[config.mk]
export PLATFORM = sky130hd
export DESIGN_NAME = sdram_req_arb
export DESIGN_NICKNAME = d
export VERILOG_FILES = /design/src/rtl/sdram_req_arb.sv
export SDC_FILE = /design/constraint.sdc
export NUM_CORES = 1
export LEC_CHECK = 0
export ABC_AREA = 0
export BUFFER_PORTS_ARGS = -buffer_cell sky130_fd_sc_hd__buf_4
export CAP_MARGIN = 20
export CORE_MARGIN = 2
export CORE_UTILIZATION = 25
export CTS_CLUSTER_DIAMETER = 60
export DETAILED_ROUTE_END_ITERATION = 10
export GPL_ROUTABILITY_DRIVEN = 0
export PLACE_DENSITY = 0.37
export RECOVER_POWER = 50
export SKIP_CTS_REPAIR_TIMING = 1
export SLEW_MARGIN = 20
export SYNTH_ARGS = -nofsm -noshare
export SYNTH_HDL_FRONTEND = slang
export SYNTH_SLANG_ARGS = --single-unit
[constraint.sdc]
create_clock -name clk -period 13.2 [get_ports clk]
set_clock_uncertainty 0.15 [all_clocks]
set_input_delay 1.32 -clock clk [delete_from_list [all_inputs] [get_ports clk]]
set_output_delay 1.32 -clock clk [all_outputs]
set_load 0.005 [all_outputs]
[src/rtl/sdram_req_arb.sv]
// sdram_req_arb: merges a loader byte-write FIFO and a CPU byte-read port onto one SDRAM controller.
// Latency: a queued write issues 1 clk after it reaches the FIFO head; a CPU read takes >=3 clk plus controller slot time.
// Backpressure: ld_busy while the FIFO is full, cpu_rdy low while a read is outstanding; SDRAM_ARB_WORD_PACK_EN pairs even/odd bytes.
module sdram_req_arb #(
    parameter int FIFO_DEPTH = 8,
    parameter int RD_STARVE  = 4
) (
    input  logic        clk,
    input  logic        reset_n,
    input  logic        ld_wr,
    input  logic [24:0] ld_addr,
    input  logic [7:0]  ld_data,
    output logic        ld_busy,
    output logic        ld_ovf,
    input  logic        cpu_rd,
    input  logic [24:0] cpu_addr,
    output logic [7:0]  cpu_dout,
    output logic        cpu_rdy,
    output logic [24:0] sd_raddr,
    output logic        sd_rd,
    input  logic        sd_rd_rdy,
    input  logic [7:0]  sd_dout,
    output logic [24:0] sd_waddr,
    output logic [15:0] sd_din,
    output logic        sd_we,
    output logic        sd_we_req,
    input  logic        sd_we_ack
);
    localparam int AW = $clog2(FIFO_DEPTH);
    localparam int CW = AW + 1;
    localparam int SW = $clog2(RD_STARVE + 1);

    typedef enum logic [1:0] {IDLE, WR, RD_ISS, RD_WAIT} state_t;

    state_t          state, state_nx;
    logic [33:0]     mem [FIFO_DEPTH];
    logic [AW-1:0]   rd_ptr, wr_ptr;
    logic [CW-1:0]   count, pop_n;
    logic [SW-1:0]   starve;
    logic [24:0]     rd_addr;
    logic            rd_pend;
    logic            full, push, pop1, pop2, pop_any, issue, resync, may_wr;
    logic [33:0]     head;
    logic [24:0]     wr_addr_nx;
    logic [15:0]     wr_din_nx;
    logic            wr_we_nx;

    // entry layout: {addr[24:0], data[7:0], we_flag}
    assign head    = mem[rd_ptr];
    assign full    = (count == CW'(FIFO_DEPTH));
    assign pop_any = pop1 | pop2;
    assign push    = ld_wr && (!full || pop_any);
    assign pop_n   = pop2 ? CW'(2) : (pop1 ? CW'(1) : CW'(0));
    assign may_wr  = (count != '0) && (!rd_pend || (starve < SW'(RD_STARVE)));

`ifdef SDRAM_ARB_WORD_PACK_EN
    logic [33:0] next_ent;
    logic [2:0]  wait_cnt;
    logic        pair_ok, hold_even;

    assign next_ent  = mem[rd_ptr + AW'(1)];
    assign pair_ok   = !head[9] && (count >= CW'(2)) && (next_ent[33:9] == head[33:9] + 25'd1);
    // a lone even byte waits briefly for its odd partner unless a read or a full FIFO needs service
    assign hold_even = !head[9] && (count == CW'(1)) && !rd_pend && !full && (wait_cnt < 3'd4);

    always_ff @(posedge clk or negedge reset_n) begin
        if (!reset_n)
            wait_cnt <= '0;
        else if (state == IDLE && sd_we_req == sd_we_ack && may_wr && hold_even)
            wait_cnt <= wait_cnt + 3'd1;
        else
            wait_cnt <= '0;
    end
`endif

    always_comb begin
        state_nx   = state;
        pop1       = 1'b0;
        pop2       = 1'b0;
        issue      = 1'b0;
        resync     = 1'b0;
        wr_addr_nx = head[33:9];
        wr_din_nx  = {head[8:1], head[8:1]};
        wr_we_nx   = head[0];
        case (state)
            IDLE: begin
                // a mismatch here can only be a stale ack from before reset
                if (sd_we_req != sd_we_ack) begin
                    resync = 1'b1;
                end else if (may_wr) begin
`ifdef SDRAM_ARB_WORD_PACK_EN
                    if (pair_ok) begin
                        pop2      = 1'b1;
                        issue     = 1'b1;
                        wr_din_nx = {next_ent[8:1], head[8:1]};
                        wr_we_nx  = 1'b0;
                        state_nx  = WR;
                    end else if (!hold_even) begin
                        pop1     = 1'b1;
                        issue    = 1'b1;
                        state_nx = WR;
                    end
`else
                    pop1     = 1'b1;
                    issue    = 1'b1;
                    state_nx = WR;
`endif
                end else if (rd_pend) begin
                    state_nx = RD_ISS;
                end
            end
            WR:      if (sd_we_ack == sd_we_req) state_nx = IDLE;
            RD_ISS:  if (!sd_rd_rdy) state_nx = RD_WAIT;
            RD_WAIT: if (sd_rd_rdy) state_nx = IDLE;
            default: state_nx = IDLE;
        endcase
    end

    always_ff @(posedge clk) begin
        if (push) mem[wr_ptr] <= {ld_addr, ld_data, 1'b1};
    end

    always_ff @(posedge clk or negedge reset_n) begin
        if (!reset_n) begin
            rd_ptr  <= '0;
            wr_ptr  <= '0;
            count   <= '0;
            ld_busy <= 1'b0;
            ld_ovf  <= 1'b0;
        end else begin
            if (push) wr_ptr <= wr_ptr + AW'(1);
            if (pop2) rd_ptr <= rd_ptr + AW'(2);
            else if (pop1) rd_ptr <= rd_ptr + AW'(1);
            count   <= count + CW'(push) - pop_n;
            ld_busy <= full || ((count == CW'(FIFO_DEPTH - 1)) && push && !pop_any);
            if (ld_wr && full && !pop_any) ld_ovf <= 1'b1;
        end
    end

    always_ff @(posedge clk or negedge reset_n) begin
        if (!reset_n) begin
            state     <= IDLE;
            sd_waddr  <= '0;
            sd_din    <= '0;
            sd_we     <= 1'b0;
            sd_we_req <= 1'b0;
            sd_raddr  <= '0;
            sd_rd     <= 1'b0;
            starve    <= '0;
        end else begin
            state <= state_nx;
            if (resync) begin
                sd_we_req <= sd_we_ack;
            end else if (issue) begin
                sd_waddr  <= wr_addr_nx;
                sd_din    <= wr_din_nx;
                sd_we     <= wr_we_nx;
                sd_we_req <= ~sd_we_req;
            end
            if (state == RD_ISS) begin
                sd_raddr <= rd_addr;
                sd_rd    <= 1'b1;
            end else if (state == RD_WAIT && sd_rd_rdy) begin
                sd_rd <= 1'b0;
            end
            if (!rd_pend || state == RD_ISS)
                starve <= '0;
            else if (issue && starve != SW'(RD_STARVE))
                starve <= starve + SW'(1);
        end
    end

    always_ff @(posedge clk or negedge reset_n) begin
        if (!reset_n) begin
            rd_addr  <= '0;
            rd_pend  <= 1'b0;
            cpu_rdy  <= 1'b1;
            cpu_dout <= '0;
        end else begin
            if (cpu_rd && cpu_rdy) begin
                rd_addr <= cpu_addr;
                rd_pend <= 1'b1;
                cpu_rdy <= 1'b0;
            end else if (state == RD_WAIT && sd_rd_rdy) begin
                rd_pend  <= 1'b0;
                cpu_rdy  <= 1'b1;
                cpu_dout <= sd_dout;
            end
        end
    end
endmodule

Word-level counts from Yosys, hierarchy flattened
Memories as Yosys holds them, arrays and structs flattened. Cells that the tools add are included.

Input bits: 72. Output and inout port bits: 80. Register bits: 121. Word-level logic and storage cells: 89. Memories kept: 1. Bits in writable memories: 264.

Memories: mem (depth 8, bits a word 33, read ports 1, clocked after memory_dff 0, write ports 1, line 36) `logic [33:0] mem [FIFO_DEPTH];`.

Mux-type cells: 24. Equality and inequality tests: 13. Bitwise gates (word level): 3. Add/subtract/negate cells: 5. Reductions and logical operators: 25. $lt $le $gt $ge: 1.

Operator list (number): $mux W1 (15); $mux W2 (6); $add A3 B1 Y3 const B (3); $logic_and A1 B1 Y1 (9); $ne A2 B2 Y1 const B (4); $pmux W2 S4 (1); $reduce_bool A2 Y1 (4); $mux W3 (2); $ne A3 B3 Y1 const B (2); $reduce_and A5 Y1 (1); $add A4 B1 Y4 (1); $eq A2 B2 Y1 const B (2); $eq A4 B3 Y1 const B (1); $eq A4 B4 Y1 const B (1); $logic_or A1 B1 Y1 (4); $reduce_and A2 Y1 (2); $reduce_bool A4 Y1 (1); $sub A4 B1 Y4 (1); $logic_not A1 Y1 (3); $lt A3 B3 Y1 const B (1); $not A1 Y1 (3); $eq A2 B1 Y1 const B (1); $logic_not A2 Y1 (1); $eq A1 B1 Y1 (1); $ne A1 B1 Y1 (1).

Depth between registers and ports, before layout
Depth after elaboration: 11. Mapped depth: 10.

Worst setup path after synthesis
Ideal clock, no wire load.

Path type: input -> register. From: in sd_we_ack. To: mem mem[2][0] (netlist bit) (enable). Data arrival time: 5.452 ns. Setup time: 0.518 ns. Path buffers: 0. Slack: 7.080 ns. Data required time: 12.532 ns. Cell stages on the path: 4. Path through: xor2_2 nor3_1 o21ai_2 nor4b_1.

Longest elaborated chain between the ends: 7.

Ends and longest elaborated chain: start: declaration (line 27) `input logic sd_we_ack`; $ne A1 B1 Y1 (line 88) `if (sd_we_req != sd_we_ack) begin`; $mux W1 (line 88); $mux W1 (line 85) `case (state)`; $logic_or A1 B1 Y1 (line 52) `assign push = ld_wr && (!full || pop_any);`; $logic_and A1 B1 Y1 (line 52); $mux W1 (line 120) `if (push) mem[wr_ptr] <= {ld_addr, ld_data, 1'b1};`; $mux W1 (implied by the code) (line 120); end: declaration (line 36).

Every way passes these cells.

==> metrics.yaml <==
netlist_instances: 791
drive_above_1_share_pct: 31.86
clk_latency_ns: 0.56
finalHoldViolCount: 0
p_sw_share_pct: 29.00
switchingPower_mw: 1.100
worstPathMaxFanout: 72
syn_avg_cell_area_sq_um: 18.53
wl_microns: 34530
path_buf_inv: 2
vdd_drop_max_mv: 0.1031
dr_total_vias: 7400
slew_headroom_pct: -187.7
cp-end-kind: "async pin"
clk_pin_slew_ns: 0.06
whs_ns: 0.3057
io_pins: 152
setup_viol: 0
slowest_delay_ns: 2.98
multi_input_area_sq_mm: 0.003523
synth_ff_type: "edfxtp_1"
status: "finished with violations"
grt_max_degree: 73
std_cell_rows: 88
crit_path_frequent_cell: "clkbuf_1"
period_minus_slack_ns: 6.746
p_comb_share_pct: 25.4
p_clk_share_pct: 32.7
clockRootBuffer: "clkbuf_16"
drv_cap: 2
yosysUniqueCellTypes: 48
grtUsageTotal_pct: 11.57
report.final.slew_viol_count: 116
slowest_stage: "clkbuf_1"
rr_startpoint: "count[2]$_DFF_PN0_"
powerDensity_mw_per_mm2: 211.9
crit_path_start: "reset_n"
synth_fp_nets: 874
finalNetCount: 1042
clk_path_buf_depth: 3
drtIter0Drc: 411
avgRoutedWirePerCell_microns: 19.62
first_global_vias: 7956
ant_nets: 0
cp-start-kind: "primary input"
die-area_sq_mm: 0.06058
die_x_microns: 246.1
timing.final.crit_share_pct: 51.11
cts_tree: "built"
min_from: "rd_addr[18]$_DFFE_PN0P_"
area_delta_synth_final_pct: 22.15
cp.required_ns: 12.82
antenna_found_initial: 1
intPower_mw: 2.694
ys_seq_elements: 377
nFillCells: 5684
violations: "capacitance limit, slew limit"
cts_sinks: 377
viasPerCell: 4.205
crit_family: "buffers and inverters"
postSynth.asyncResetShare_pct: 29.97
synth_edf_count: 264
arrival_ns: 6.36
power.sequential.fraction_pct: 41.9
cts_buffers: 46
core_area_sq_mm: 0.05781
placed_area_sq_mm: 0.01656
path_class: "in2async"
hold_path.class: "reg2reg"
seq_area_frac_synth_pct: 73.38
drc: 0
rsz0062_at_grt: "false"
drt_pass1_iterations: 4
max_freq_mhz: 148.2
ys_warn_count: 0
synth_area_sq_mm: 0.01466
fin_tns_setup_ns: 0
die_h_microns: 246.1
crit_chain: "clkbuf_1 > clkbuf_1"
p_leak_nw: 6.678
htreeDepth: 2
finalInstanceArea_sq_mm: 0.01790
finish.utilization_pct: 30.97
io_buffers: 151
detailed_place_hpwl_microns: 20170
regArea_sq_mm: 0.01076
start_util_pct: 25.36
grt_first_pass_wirelength_microns: 52150
worst_pin_slew_ns: 4.316
n_antenna_cell: 0
grt_overflow_total: 0
-- synth_stat cells, types with 2 or more instances --
cell type  number  area share, %
nor4_1          2          0.085
nor3_1          3           0.10
a21oi_1        65            2.2
xor2_1          2           0.12
ha_1           10           0.85
a21o_1          2           0.10
mux4_1          4           0.72
o21ai_0         2          0.068
dfrtp_1       112             19
buf_1           3          0.077
mux4_2         62            9.5
nand4_1         2          0.085
nand3_1         3           0.10
xnor2_1         4           0.24
buf_4           9           0.46
or2_2           2          0.085
mux2i_1        34            2.3
a21oi_2         7           0.42
buf_8           3           0.31
nor2_1          6           0.15
edfxtp_1      264             54
clkbuf_8        6           0.56
a31oi_1         3           0.13
mux2_2         34            2.6
clkbuf_1        9           0.23
nor4b_1         4           0.24
nand2_1        87            2.2
inv_1          10           0.26
o21ai_2         2           0.12
o31ai_1         2           0.10
buf_6           7           0.54
buf_2          10           0.34
-- cells by family after synthesis --
kind of cell / Yosys count / share of synthesized area (%)
flip-flops: 377 / 73.38
multiplexers: 135 / 15.25
AND/OR/NAND/NOR: 114 / 3.431
AO/OA/AOI/OAI: 89 / 3.645
buffers and inverters: 58 / 2.825
adder cells (fa/ha/maj): 11 / 0.9902
XOR/XNOR: 7 / 0.4695
-- layout by cell type (no fill, tap or decap), types with 2 or more instances in the layout --
cell	instances
inv_1	9
buf_4	130
o21ai_0	2
clkinv_1	5
a21oi_1	66
ha_1	10
dfrtp_1	109
dfrtp_2	2
nor3_2	2
nand4_1	2
nor4_2	2
mux2i_1	34
a21o_1	2
a31oi_1	3
mux4_2	62
or2_2	2
nor4b_2	4
xnor2_1	4
bufinv_16	3
xor2_1	3
clkbuf_1	53
nand2_1	87
clkbuf_8	5
clkbuf_16	49
nand3_1	3
edfxtp_1	264
mux4_1	4
o31ai_1	2
a21oi_2	6
clkinv_2	5
nor2_1	6
o21ai_2	2
mux2_2	34
-- routing by layer --
metal	track usage [%]	vias up	share of wire, %
li1	-	3391	-
met1	15.19	3777	45
met2	19.03	175	48
met3	2.484	55	4.9
met4	3.672	2	2.3
met5	0	-	0.041
-- power groups by stage --
stage	Sequential [mW]	Combinational, mW	Clock (mW)
after floorplan	1.57	0.711	0
after global placement	1.62	1.01	0
after detailed placement	1.62	1.01	0
after CTS	1.60	1.01	1.29
after global routing	1.62	1.07	1.34
final	1.59	0.963	1.24
-- final cells by class --
type	instances	share of cell area (%)
Sequential cell	377	60.11
Multi-Input combinational cell	356	19.68
Clock buffer	69	7.547
Timing Repair Buffer	168	6.247
Tap cell	765	5.346
Clock inverter	15	0.8595
Inverter	10	0.2096
-- worst paths after layout --
check	to	slack (ns)	depth (start not counted)
setup / recovery	rd_ptr[0]$_DFFE_PN0N_	6.45	2
hold reg to reg	sd_raddr[18]$_DFFE_PN0P_	0.31	2
hold / removal	sd_raddr[18]$_DFFE_PN0P_	0.31	2
max in group clk	count[1]$_DFF_PN0_	9.92	9
setup reg to reg	count[1]$_DFF_PN0_	10.14	10
min in group asynchronous	cpu_dout[7]$_DFFE_PN0P_	2.14	1
-- metrics by stage --
| stage | worst slack [ns] | instances | power, mW |
|---|---|---|---|
| 2_1_floorplan | 7.080 | 791 | 2.282 |
| 3_3_place_gp | 9.301 | 1676 | 2.634 |
| 3_5_place_dp | 9.305 | 1676 | 2.634 |
| 4_1_cts | 9.913 | 1760 | 3.904 |
| 5_1_grt | 5.149 | 1760 | 4.027 |
| 6_report | 6.454 | 1760 | 3.794 |
-- state kept, by name (all words and copies together), names as in the netlist, 2 cells and up --
signal	count
cpu_dout	8
sd_din	8
sd_waddr	25
mem	264
sd_raddr	25
wr_ptr	3
count	4
rd_addr	25
starve	3
state	2
rd_ptr	3
Note: power is estimated with default switching activity, not from simulation.
